### src/rtl/mem_ctrl_if.sv
// Purpose : bundles the ICache port, the load/store port and the byte-wide RAM port of mem_ctrl.
// Latency : no logic; wires only.
// Backpressure : none here; the requesters hold their level requests until served.
// Ports   : slave  = controller side (drives icache_out_en/data, lsb_done/rdata, mem_a/dout/wr)
//           master = requester/RAM side (drives icache_get_en/addr, lsb_*, mem_din)
interface mem_ctrl_if;
   logic        icache_get_en;
   logic [16:0] icache_addr;
   logic        icache_out_en;
   logic [7:0]  icache_data;

   logic        lsb_req_en;
   logic        lsb_we;
   logic [16:0] lsb_addr;
   logic [1:0]  lsb_size;
   logic [31:0] lsb_wdata;
   logic        lsb_done;
   logic [31:0] lsb_rdata;

   logic [16:0] mem_a;
   logic [7:0]  mem_dout;
   logic        mem_wr;
   logic [7:0]  mem_din;

   modport slave (
      input  icache_get_en, icache_addr, lsb_req_en, lsb_we, lsb_addr, lsb_size, lsb_wdata, mem_din,
      output icache_out_en, icache_data, lsb_done, lsb_rdata, mem_a, mem_dout, mem_wr
   );

   modport master (
      output icache_get_en, icache_addr, lsb_req_en, lsb_we, lsb_addr, lsb_size, lsb_wdata, mem_din,
      input  icache_out_en, icache_data, lsb_done, lsb_rdata, mem_a, mem_dout, mem_wr
   );
endinterface

### src/rtl/mem_ctrl.sv
// Purpose : arbitrates ICache byte fetches and LSB loads/stores onto one byte-wide RAM port.
// Latency : ICache byte returned 1 cycle after its address; load done n+2 cycles, store n+1 cycles after accept.
// Backpressure : level requests are held by the requester; an lsb request wins in IDLE, IFETCH is never preempted.
// Ports   : clk, rst (sync, active high); bus = mem_ctrl_if.slave (ICache, LSB and RAM signals).
module mem_ctrl (
   input  logic       clk,
   input  logic       rst,
   mem_ctrl_if.slave  bus
);

   typedef enum logic [1:0] {IDLE, IFETCH, DREAD, DWRITE} state_t;

   state_t      state;
   logic [2:0]  cnt;        // byte index of the access issued this cycle
   logic [2:0]  nbytes;     // 1, 2 or 4
   logic [16:0] base;
   logic [31:0] wdata;
   logic [31:0] rdata;
   logic        done;
   logic        out_en;
   logic [16:0] a_hold;     // RAM address/data hold their last value while idle
   logic [7:0]  dout_hold;

   logic        lsb_accept;
   logic        ic_issue;
   logic [16:0] cur_addr;
   logic [7:0]  wbyte;
   logic [2:0]  nbytes_in;
   logic [16:0] mem_a;
   logic [7:0]  mem_dout;
   logic        mem_wr;

   // The done cycle itself is IDLE; masking the still-high request there
   // keeps the finished transaction from being accepted a second time.
   assign lsb_accept = (state == IDLE) && bus.lsb_req_en && !done;
   assign ic_issue   = bus.icache_get_en &&
                       (((state == IDLE) && !lsb_accept) || (state == IFETCH));

   // 17-bit add wraps naturally at the top of the address space.
   assign cur_addr   = base + {14'd0, cnt};

   always_comb begin
      case (bus.lsb_size)
         2'd0:    nbytes_in = 3'd1;
         2'd1:    nbytes_in = 3'd2;
         default: nbytes_in = 3'd4;   // size 3 behaves as a word
      endcase
   end

   always_comb begin
      case (cnt[1:0])
         2'd0:    wbyte = wdata[7:0];
         2'd1:    wbyte = wdata[15:8];
         2'd2:    wbyte = wdata[23:16];
         default: wbyte = wdata[31:24];
      endcase
   end

   always_comb begin
      mem_a    = a_hold;
      mem_dout = dout_hold;
      mem_wr   = 1'b0;
      if (ic_issue) begin
         mem_a = bus.icache_addr;
      end else if ((state == DREAD) && (cnt < nbytes)) begin
         mem_a = cur_addr;
      end else if (state == DWRITE) begin
         mem_a    = cur_addr;
         mem_dout = wbyte;
         mem_wr   = !rst;           // write strobe dies the moment reset rises
      end
   end

   always_ff @(posedge clk) begin
      if (rst) begin
         state     <= IDLE;
         cnt       <= 3'd0;
         nbytes    <= 3'd0;
         base      <= 17'd0;
         wdata     <= 32'd0;
         rdata     <= 32'd0;
         done      <= 1'b0;
         out_en    <= 1'b0;
         a_hold    <= 17'd0;
         dout_hold <= 8'd0;
      end else begin
         out_en    <= ic_issue;
         done      <= 1'b0;
         a_hold    <= mem_a;
         dout_hold <= mem_dout;
         case (state)
            IDLE: begin
               if (lsb_accept) begin
                  base   <= bus.lsb_addr;
                  wdata  <= bus.lsb_wdata;
                  nbytes <= nbytes_in;
                  cnt    <= 3'd0;
                  if (bus.lsb_we) begin
                     state <= DWRITE;
                  end else begin
                     state <= DREAD;
                     rdata <= 32'd0;    // unread upper bytes read back as zero
                  end
               end else if (bus.icache_get_en) begin
                  state <= IFETCH;
               end
            end
            IFETCH: begin
               if (!bus.icache_get_en) state <= IDLE;
            end
            DREAD: begin
               // RAM data lags the address by one cycle, so at index cnt the
               // byte for address cnt-1 is on mem_din.
               case (cnt)
                  3'd1:    rdata[7:0]   <= bus.mem_din;
                  3'd2:    rdata[15:8]  <= bus.mem_din;
                  3'd3:    rdata[23:16] <= bus.mem_din;
                  3'd4:    rdata[31:24] <= bus.mem_din;
                  default: ;
               endcase
               if (cnt == nbytes) begin
                  done  <= 1'b1;
                  cnt   <= 3'd0;
                  state <= IDLE;
               end else begin
                  cnt <= cnt + 3'd1;
               end
            end
            DWRITE: begin
               if (cnt == (nbytes - 3'd1)) begin
                  done  <= 1'b1;
                  cnt   <= 3'd0;
                  state <= IDLE;
               end else begin
                  cnt <= cnt + 3'd1;
               end
            end
            default: state <= IDLE;
         endcase
      end
   end

   assign bus.icache_out_en = out_en;
   assign bus.icache_data   = bus.mem_din;
   assign bus.lsb_done      = done;
   assign bus.lsb_rdata     = rdata;
   assign bus.mem_a         = mem_a;
   assign bus.mem_dout      = mem_dout;
   assign bus.mem_wr        = mem_wr;

endmodule

### src/flat_wrapper.sv
// flat-port wrapper written by rule: the top's interface ports become plain ports
module mem_ctrl_flat 
  (clk, rst, bus_icache_get_en, bus_icache_addr, bus_lsb_req_en, bus_lsb_we, bus_lsb_addr, bus_lsb_size, bus_lsb_wdata, bus_mem_din, bus_icache_out_en, bus_icache_data, bus_lsb_done, bus_lsb_rdata, bus_mem_a, bus_mem_dout, bus_mem_wr);
  mem_ctrl_if bus_i ();
  input  logic clk;
  input  logic rst;
  input wire logic [$bits(bus_i.icache_get_en)-1:0] bus_icache_get_en;
  input wire logic [$bits(bus_i.icache_addr)-1:0] bus_icache_addr;
  input wire logic [$bits(bus_i.lsb_req_en)-1:0] bus_lsb_req_en;
  input wire logic [$bits(bus_i.lsb_we)-1:0] bus_lsb_we;
  input wire logic [$bits(bus_i.lsb_addr)-1:0] bus_lsb_addr;
  input wire logic [$bits(bus_i.lsb_size)-1:0] bus_lsb_size;
  input wire logic [$bits(bus_i.lsb_wdata)-1:0] bus_lsb_wdata;
  input wire logic [$bits(bus_i.mem_din)-1:0] bus_mem_din;
  output wire logic [$bits(bus_i.icache_out_en)-1:0] bus_icache_out_en;
  output wire logic [$bits(bus_i.icache_data)-1:0] bus_icache_data;
  output wire logic [$bits(bus_i.lsb_done)-1:0] bus_lsb_done;
  output wire logic [$bits(bus_i.lsb_rdata)-1:0] bus_lsb_rdata;
  output wire logic [$bits(bus_i.mem_a)-1:0] bus_mem_a;
  output wire logic [$bits(bus_i.mem_dout)-1:0] bus_mem_dout;
  output wire logic [$bits(bus_i.mem_wr)-1:0] bus_mem_wr;
  assign bus_i.icache_get_en = bus_icache_get_en;
  assign bus_i.icache_addr = bus_icache_addr;
  assign bus_i.lsb_req_en = bus_lsb_req_en;
  assign bus_i.lsb_we = bus_lsb_we;
  assign bus_i.lsb_addr = bus_lsb_addr;
  assign bus_i.lsb_size = bus_lsb_size;
  assign bus_i.lsb_wdata = bus_lsb_wdata;
  assign bus_i.mem_din = bus_mem_din;
  assign bus_icache_out_en = bus_i.icache_out_en;
  assign bus_icache_data = bus_i.icache_data;
  assign bus_lsb_done = bus_i.lsb_done;
  assign bus_lsb_rdata = bus_i.lsb_rdata;
  assign bus_mem_a = bus_i.mem_a;
  assign bus_mem_dout = bus_i.mem_dout;
  assign bus_mem_wr = bus_i.mem_wr;
  mem_ctrl u_core (.clk(clk), .rst(rst), .bus(bus_i));
endmodule
### config.mk
export PLATFORM = sky130hd
export DESIGN_NAME = mem_ctrl_flat
export DESIGN_NICKNAME = d
export VERILOG_FILES = /design/src/rtl/mem_ctrl_if.sv /design/src/rtl/mem_ctrl.sv /design/src/flat_wrapper.sv
export SDC_FILE = /design/constraint.sdc
export NUM_CORES = 1
export LEC_CHECK = 0
export CORE_AREA = 8 8 115 117
export CTS_CLUSTER_DIAMETER = 120
export CTS_CLUSTER_SIZE = 28
export DETAILED_ROUTE_END_ITERATION = 7
export DIE_AREA = 0 0 123 125
export PLACE_DENSITY = 0.77
export SYNTH_ARGS = -nofsm -noshare
export SYNTH_HDL_FRONTEND = slang
export SYNTH_SLANG_ARGS = --single-unit
### constraint.sdc
create_clock -name clk -period 2.9 [get_ports clk]
set_input_delay 0.58 -clock clk [delete_from_list [all_inputs] [get_ports clk]]
set_output_delay 0.58 -clock clk [all_outputs]
set_load 0.005 [all_outputs]
==> impl_metrics.env, run 1 <==
export IMPL_multi_input_area_um2=3080
export IMPL_cp_common_cell="buf_6"
export IMPL_end_kind="output port"
export IMPL_worstSkewPairLatency_ns=0.42
export IMPL_final_period_utilization_pct=106
export IMPL_setup_ws_ns=-0.172
export IMPL_critPathMaxFanout=4
export IMPL_cp_start_kind="flop"
export IMPL_synth_most_common_cell="nand2_1"
export IMPL_r2r_end="u_core.a_hold[8]"
export IMPL_synth_simple_area_share_pct=21.6
export IMPL_ys_warn_count=0
export IMPL_synth_edff_count=0
export IMPL_relSlewSlack_pct=55.7
export IMPL_cts_buffer_depth=2
export IMPL_die_w_um=123
export IMPL_reg2reg_from="u_core.cnt[0]"
export IMPL_antenna_found_initial=0
export IMPL_synthMuxAreaShare_pct=9.03
export IMPL_async_flop_share_pct=0
export IMPL_finalPower_w=0.00511
export IMPL_overflow=0
export IMPL_dr_first_iter_drc_count=491
export IMPL_netlist_instances=629
export IMPL_cpMaxStageDelayCell="fa_2"
export IMPL_hold_depth=2
export IMPL_fin_skew_ns=0.00775
export IMPL_syn_area_um2=5370
export IMPL_pre_cts_ws_ns=-0.302
export IMPL_violations="negative setup slack"
export IMPL_htreeDepth=4
export IMPL_crit_required_ns=2.32
export IMPL_num_fill_cells=823
export IMPL_synth_yosys_seq_area_share_pct=43.2
export IMPL_crit_family="compound AO/OA/AOI/OAI gates"
export IMPL_drt_wl_total_mm=17.3
export IMPL_num_vias=5386
export IMPL_maxSlewViolCount=0
export IMPL_fp_row_count=40
export IMPL_numCtsBuffers=17
export IMPL_utilization_pct=71.3
export IMPL_rr_worst_depth=10
export IMPL_io_buffers=148
export IMPL_synth_seq_cells=116
export IMPL_stdcell_count=985
export IMPL_wl_per_cell_um=17.5
export IMPL_start_util_pct=46.3
export IMPL_syn_to_final_growth_pct=54.1
export IMPL_netlist_area_leader_share_pct=43.2
export IMPL_min_period_ns=3.07
export IMPL_path_cells="ha_4, fa_2, a21o_4, buf_6, buf_6, a31oi_4, nor4_2, o31ai_2, buf_2"
export IMPL_cts_tree="built"
export IMPL_holdCritPathClass="flop to flop"
export IMPL_p_per_area_nw_per_um2=617
export IMPL_critPathBufInv=3
export IMPL_clkTransAtPathRegs_ns=0.06
export IMPL_finalSetupViolCount=10
export IMPL_yosysUniqueCellTypes=56
export IMPL_final_layout_size_suffix_gt1_share_pct=23.7
export IMPL_grt_pass1_wl_mm=26.9
export IMPL_gp_congestion=0.877
export IMPL_seq_area_um2=2340
export IMPL_maxCapViolations=0
export IMPL_tightest_slew_ns=0.664
export IMPL_rsz0062_at_grt="yes"
export IMPL_io_pins=149
export IMPL_path_class="flop to output port"
export IMPL_dpl_hpwl_mm=11.9
export IMPL_synth_top_family_by_area="simple AND/OR/NAND/NOR gates"
export IMPL_synth_nets=723
export IMPL_hold_viol=0
export IMPL_synth_common_cells="136 x nand2_1, 116 x dfxtp_1, 65 x a21oi_1"
export IMPL_firstDrtPassIters=7
export IMPL_hold_end="u_core.wdata[16]"
export IMPL_ir_drop_mv=0.382
export IMPL_grt_start_max_net_pins=70
export IMPL_synth_compound_area_share_pct=15.7
export IMPL_clockRootBuffer="clkbuf_16"
export IMPL_clock_sinks=116
export IMPL_n_antenna_cell=0
export IMPL_fmax_mhz=326
export IMPL_dpl_cell_area_um2=7280
export IMPL_core_area_um2=11600
export IMPL_die_area_um2=15400
export IMPL_drc_errors=0
export IMPL_holdCritStartpoint="u_core.wdata[16]"
export IMPL_p_leak_nw=3.41
export IMPL_synth_fa_ha_area_share_pct=3.17
export IMPL_dp_cells=934
export IMPL_cp_arrival_ns=2.49
export IMPL_antenna_left=0
export IMPL_r2r_setup_slack_ns=0.66
export IMPL_design_area_um2=8280
export IMPL_die_h_um=125
export IMPL_yosysTopAreaCell="dfxtp_1"
export IMPL_grt_pass1_vias=5416
export IMPL_syn_avg_cell_area_um2=8.54
export IMPL_synth_xor_area_share_pct=2.24
export IMPL_ys_flop_type="dfxtp_1"
export IMPL_synth_area_leaders="dfxtp_1 43%, nand2_1 9.5%, mux2i_1 6.5%, a21oi_1 6.1%, nor2_1 3.4%"
export IMPL_grt_total_usage_pct=21.8
export IMPL_outcome="finished, violations left"
export IMPL_slowest_delay_ns=0.37
export IMPL_vias_per_cell=5.47
export IMPL_final_nets=919
-- worst max path at each step --
stage | startpoint | end | slack (ns) | depth (start not counted)
2_1_floorplan | u_core.cnt[1] | bus_mem_a[10] | 0.30 | 6
3_3_place_gp | bus_lsb_req_en | bus_mem_a[13] | -0.22 | 7
3_5_place_dp | bus_lsb_req_en | bus_mem_a[13] | -0.30 | 7
4_1_cts | u_core.cnt[0] | bus_mem_a[8] | -0.13 | 9
5_1_grt | u_core.base[0] | bus_mem_a[8] | -0.23 | 9
6_report | u_core.cnt[0] | bus_mem_a[8] | -0.17 | 9
-- registers in the layout (all words and copies together), names as in the netlist --
register,count
u_core.base,17
u_core.state,2
u_core.bus.lsb_rdata,32
u_core.cnt,3
u_core.bus.lsb_done,1
u_core.bus.icache_out_en,1
u_core.a_hold,17
u_core.nbytes,3
u_core.dout_hold,8
u_core.wdata,32
-- metal layers --
| layer | wire length (um) | part of all wire [%] | up-vias | track usage [%] |
|---|---|---|---|---|
| li1 | - | - | 2568 | - |
| met1 | 7150 | 41 | 2579 | 26.5 |
| met2 | 8340 | 48 | 212 | 36.0 |
| met3 | 1430 | 8.3 | 27 | 6.26 |
| met4 | 321 | 1.9 | 0 | 7.23 |
| met5 | 0 | 0 | - | 0 |
-- metrics by stage --
stage / setup TNS [ns] / hold WS [ns]
detailed placement: -3.33 / 0.448
CTS: -0.572 / 0.453
global route: -1.65 / 0.473
floorplan: 0 / 0.432
global placement: -2.54 / 0.443
finish: -0.748 / 0.459
-- power breakdown --
group          switching [W]  total, W  internal (W)
registers          0.0000934   0.00181       0.00172
logic               0.000588   0.00119      0.000604
clock network       0.000818   0.00210       0.00129
total                0.00150   0.00511       0.00361
-- cells in the final DEF, fill, tap and decap left out, types with 5 or more instances in the layout --
cell type,instances
buf_4,63
buf_6,12
inv_6,6
nor2_1,49
dfxtp_1,108
nand2_1,135
clkdlybuf4s50_1,122
clkbuf_16,17
o21ai_0,11
ha_4,6
o211ai_1,6
buf_2,9
mux2i_1,32
nor2b_1,12
inv_1,8
clkbuf_2,8
and3_1,9
xnor2_1,6
nand3b_1,6
a21oi_1,61
a222oi_1,8
dlygate4sd2_1,6
mux2_2,9
o21ai_1,7
dfxtp_2,6
nor3_1,5
-- area by class of cell --
cell class,count,share of cell area [%]
tap,147,2.22
inverter,11,0.529
timing repair buffer,224,24.6
multi-input combinational,455,37.2
sequential,116,28.2
clock inverter,15,2.05
clock buffer,17,5.14
-- logic make-up (layout without fill, tap and decap cells) --
logic type                 after synthesis  after routing
buffers and inverters                   58            267
adders and majority gates               13             13
xor gates and xnor gates                12             12
muxes                                   47             47
AOI/OAI and AO/OA                      131            131
DFF                                    116            116
and+or+nand+nor                        252            252
-- what timing repair did --
action / CTS / global route
pin swaps: 23 / 19
endpoints found under the setup margin: 25 / 22
gates resized for setup: 122 / 39
buffers inserted: 16 / 3
gates cloned: 0 / 0
hold buffers: 0 / 0
hold endpoints to repair: 0 / 0
-- worst reg2reg max path, cell delays in order, from the launching register on --
cell and delay, ns:
dfxtp_2 0.34, ha_4 0.16, fa_2 0.37, a21o_4 0.25, buf_6 0.12, buf_6 0.11, a31oi_4 0.15, nor4_2 0.08
o31ai_2 0.32, buf_4 0.16, nor2b_1 0.11
(Power assumes the default switching activity.)
==> run 2: changes to the inputs <==
--- a/config.mk
+++ b/config.mk
@@ -11,6 +11,7 @@
 export DETAILED_ROUTE_END_ITERATION = 7
 export DIE_AREA = 0 0 123 125
 export PLACE_DENSITY = 0.77
+export SLEW_MARGIN = 20
 export SYNTH_ARGS = -nofsm -noshare
 export SYNTH_HDL_FRONTEND = slang
 export SYNTH_SLANG_ARGS = --single-unit
==> results of run 2 <==
Final layout, timing and power as in run 1 (identical DEF).
==> run 3: changes to the inputs <==
--- a/config.mk
+++ b/config.mk
@@ -5,12 +5,13 @@
 export SDC_FILE = /design/constraint.sdc
 export NUM_CORES = 1
 export LEC_CHECK = 0
-export CORE_AREA = 8 8 115 117
+export CORE_AREA = 8 8 102 104
 export CTS_CLUSTER_DIAMETER = 120
 export CTS_CLUSTER_SIZE = 28
 export DETAILED_ROUTE_END_ITERATION = 7
-export DIE_AREA = 0 0 123 125
-export PLACE_DENSITY = 0.77
+export DIE_AREA = 0 0 110 112
+export DONT_BUFFER_PORTS = 1
+export PLACE_DENSITY = 0.75
 export SLEW_MARGIN = 20
 export SYNTH_ARGS = -nofsm -noshare
 export SYNTH_HDL_FRONTEND = slang
==> impl_metrics.env, run 3 (synthesized netlist as in run 1, its figures left out) <==
export IMPL_cp_start_kind="flop"
export IMPL_critPathBufInv=0
export IMPL_dp_cells=703
export IMPL_hold_ws_ns=0.147
export IMPL_io_buffers=0
export IMPL_p_int_w=0.00338
export IMPL_cp_arrival_ns=2.36
export IMPL_num_vias=4575
export IMPL_syn_to_final_growth_pct=19.4
export IMPL_start_util_pct=60.5
export IMPL_seq_power_share_pct=38.5
export IMPL_holdCritPathClass="primary input to flop"
export IMPL_tightest_slew_ns=0.636
export IMPL_maxSlewViolCount=0
export IMPL_clock_sinks=116
export IMPL_num_fill_cells=659
export IMPL_fmax_mhz=340
export IMPL_crit_required_ns=2.32
export IMPL_critPathMaxFanout=7
export IMPL_setup_ws_ns=-0.0398
export IMPL_fp_row_count=35
export IMPL_final_period_utilization_pct=101
export IMPL_dpl_hpwl_mm=9.82
export IMPL_grt_pass1_vias=4447
export IMPL_cp_common_cell="mux2_4"
export IMPL_stdcell_count=752
export IMPL_crit_family="multiplexers"
export IMPL_io_pins=149
export IMPL_r2r_setup_slack_ns=0.74
export IMPL_antenna_found_initial=0
export IMPL_numCtsBuffers=17
export IMPL_htreeDepth=4
export IMPL_cpMaxStageDelayCell="dfxtp_4"
export IMPL_violations="negative setup slack"
export IMPL_path_cells="ha_4, fa_2, a21o_4, nand4_1, xnor2_1, mux2_4, mux2_4"
export IMPL_rsz0062_at_grt="yes"
export IMPL_p_leak_nw=2.52
export IMPL_p_clk_share_pct=44.1
export IMPL_final_common_cell="nand2_1"
export IMPL_swShare_pct=28.8
export IMPL_outcome="finished, violations left"
export IMPL_ir_drop_mv=0.504
export IMPL_firstDrtPassIters=5
export IMPL_drc_errors=0
export IMPL_die_h_um=112
export IMPL_ctsHoldBuffers=0
export IMPL_n_antenna_cell=0
export IMPL_final_nets=722
export IMPL_end_kind="output port"
export IMPL_vias_per_cell=6.08
export IMPL_holdCritStartpoint="rst"
export IMPL_dr_first_iter_drc_count=329
export IMPL_core_area_um2=8890
export IMPL_hold_end="u_core.bus.lsb_rdata[20]"
export IMPL_design_area_um2=6410
export IMPL_die_area_um2=12300
export IMPL_grt_start_max_net_pins=117
export IMPL_hold_depth=1
export IMPL_antenna_left=0
export IMPL_min_period_ns=2.94
export IMPL_dpl_cell_area_um2=5370
export IMPL_cts_tree="built"
export IMPL_gp_congestion=0.877
export IMPL_r2r_end="u_core.bus.lsb_rdata[19]"
export IMPL_maxCapViolations=0
export IMPL_final_layout_size_suffix_gt1_share_pct=20.3
export IMPL_cts_buffer_depth=2
export IMPL_slowest_delay_ns=0.36
export IMPL_finalSetupViolCount=2
export IMPL_grt_pass1_wl_mm=22.3
export IMPL_path_class="flop to output port"
export IMPL_relSlewSlack_pct=57.6
export IMPL_p_switching_w=0.00136
export IMPL_drt_wl_total_mm=14.8
export IMPL_p_per_area_nw_per_um2=739
export IMPL_overflow=0
export IMPL_clockRootBuffer="clkbuf_8"
export IMPL_tns_ns=-0.0620
export IMPL_wl_per_cell_um=19.7
export IMPL_die_w_um=110
export IMPL_rr_worst_depth=6
export IMPL_combPwrFrac_pct=17.4
export IMPL_clkTransAtPathRegs_ns=0.06
export IMPL_worstSkewPairLatency_ns=0.51
export IMPL_grt_total_usage_pct=22.8
export IMPL_reg2reg_from="u_core.cnt[1]"
export IMPL_hold_viol=0
export IMPL_fin_skew_ns=0.00784
export IMPL_layout_common_cells="134 x nand2_1, 107 x dfxtp_1, 59 x a21oi_1"
==> run 3: layer usage <==
layer  vias to the layer above  track usage, %  wire, um
li1                       2168               -         -
met3                        31            7.68      1430
met4                         0            10.1       343
met5                         -               0         0
met1                      2171            28.1      6070
met2                       205            35.1      6930
==> run 3: worst max-delay path by stage <==
stage,from,to,slack [ns],cells past startpoint
final,u_core.cnt[0],bus_mem_a[12],-0.04,7
after global routing,u_core.cnt[1],bus_mem_a[12],-0.11,6
after CTS,u_core.cnt[0],bus_mem_a[12],-0.03,7
after detailed placement,u_core.cnt[1],bus_mem_a[13],0.24,6
after global placement,u_core.cnt[1],bus_mem_a[10],0.28,6
after floorplan,u_core.cnt[1],bus_mem_a[10],0.30,6
==> run 3: worst register-to-register path: cells and delay by family (launching register included) <==
family,cells,cell delay [ns]
mux,1,0.28
compound gates,1,0.51
simple gates,1,0.06
buf+inv,1,0.15
flops,1,0.38
fa+ha+maj,2,0.66
==> run 3: power by group through the flow <==
stage | registers [W] | clock network, W | logic, W
finish | 0.00182 | 0.00209 | 0.000825
global route | 0.00184 | 0.00218 | 0.000896
CTS | 0.00181 | 0.00210 | 0.000738
detailed placement | 0.00184 | 0 | 0.000696
global placement | 0.00184 | 0 | 0.000676
floorplan | 0.00181 | 0 | 0.000579
==> run 3: what timing repair did <==
item                       CTS  global route
setup endpoints to repair   24            23
pin swaps                    5            21
gates resized for setup     31            42
setup buffers                5            11
gates cloned                 0             1
==> run 3: layout make-up <==
class / count / area [um^2] / area share (%)
repair buffers: 27 / 239 / 3.73
flip-flops and latches: 116 / 2340 / 36.5
multi-input cells: 455 / 3060 / 47.6
well taps: 111 / 139 / 2.17
clock inverters: 14 / 178 / 2.77
clock buffers: 18 / 418 / 6.51
inverters: 11 / 41.3 / 0.644
==> run 3: metrics by stage <==
step	setup WS, ns	power [W]	utilization (%)
2_1_floorplan	0.305	0.00239	-
3_3_place_gp	0.284	0.00251	60.4
3_5_place_dp	0.239	0.00254	60.4
4_1_cts	-0.0324	0.00465	69.1
5_1_grt	-0.112	0.00492	72.2
6_report	-0.0398	0.00474	72.2
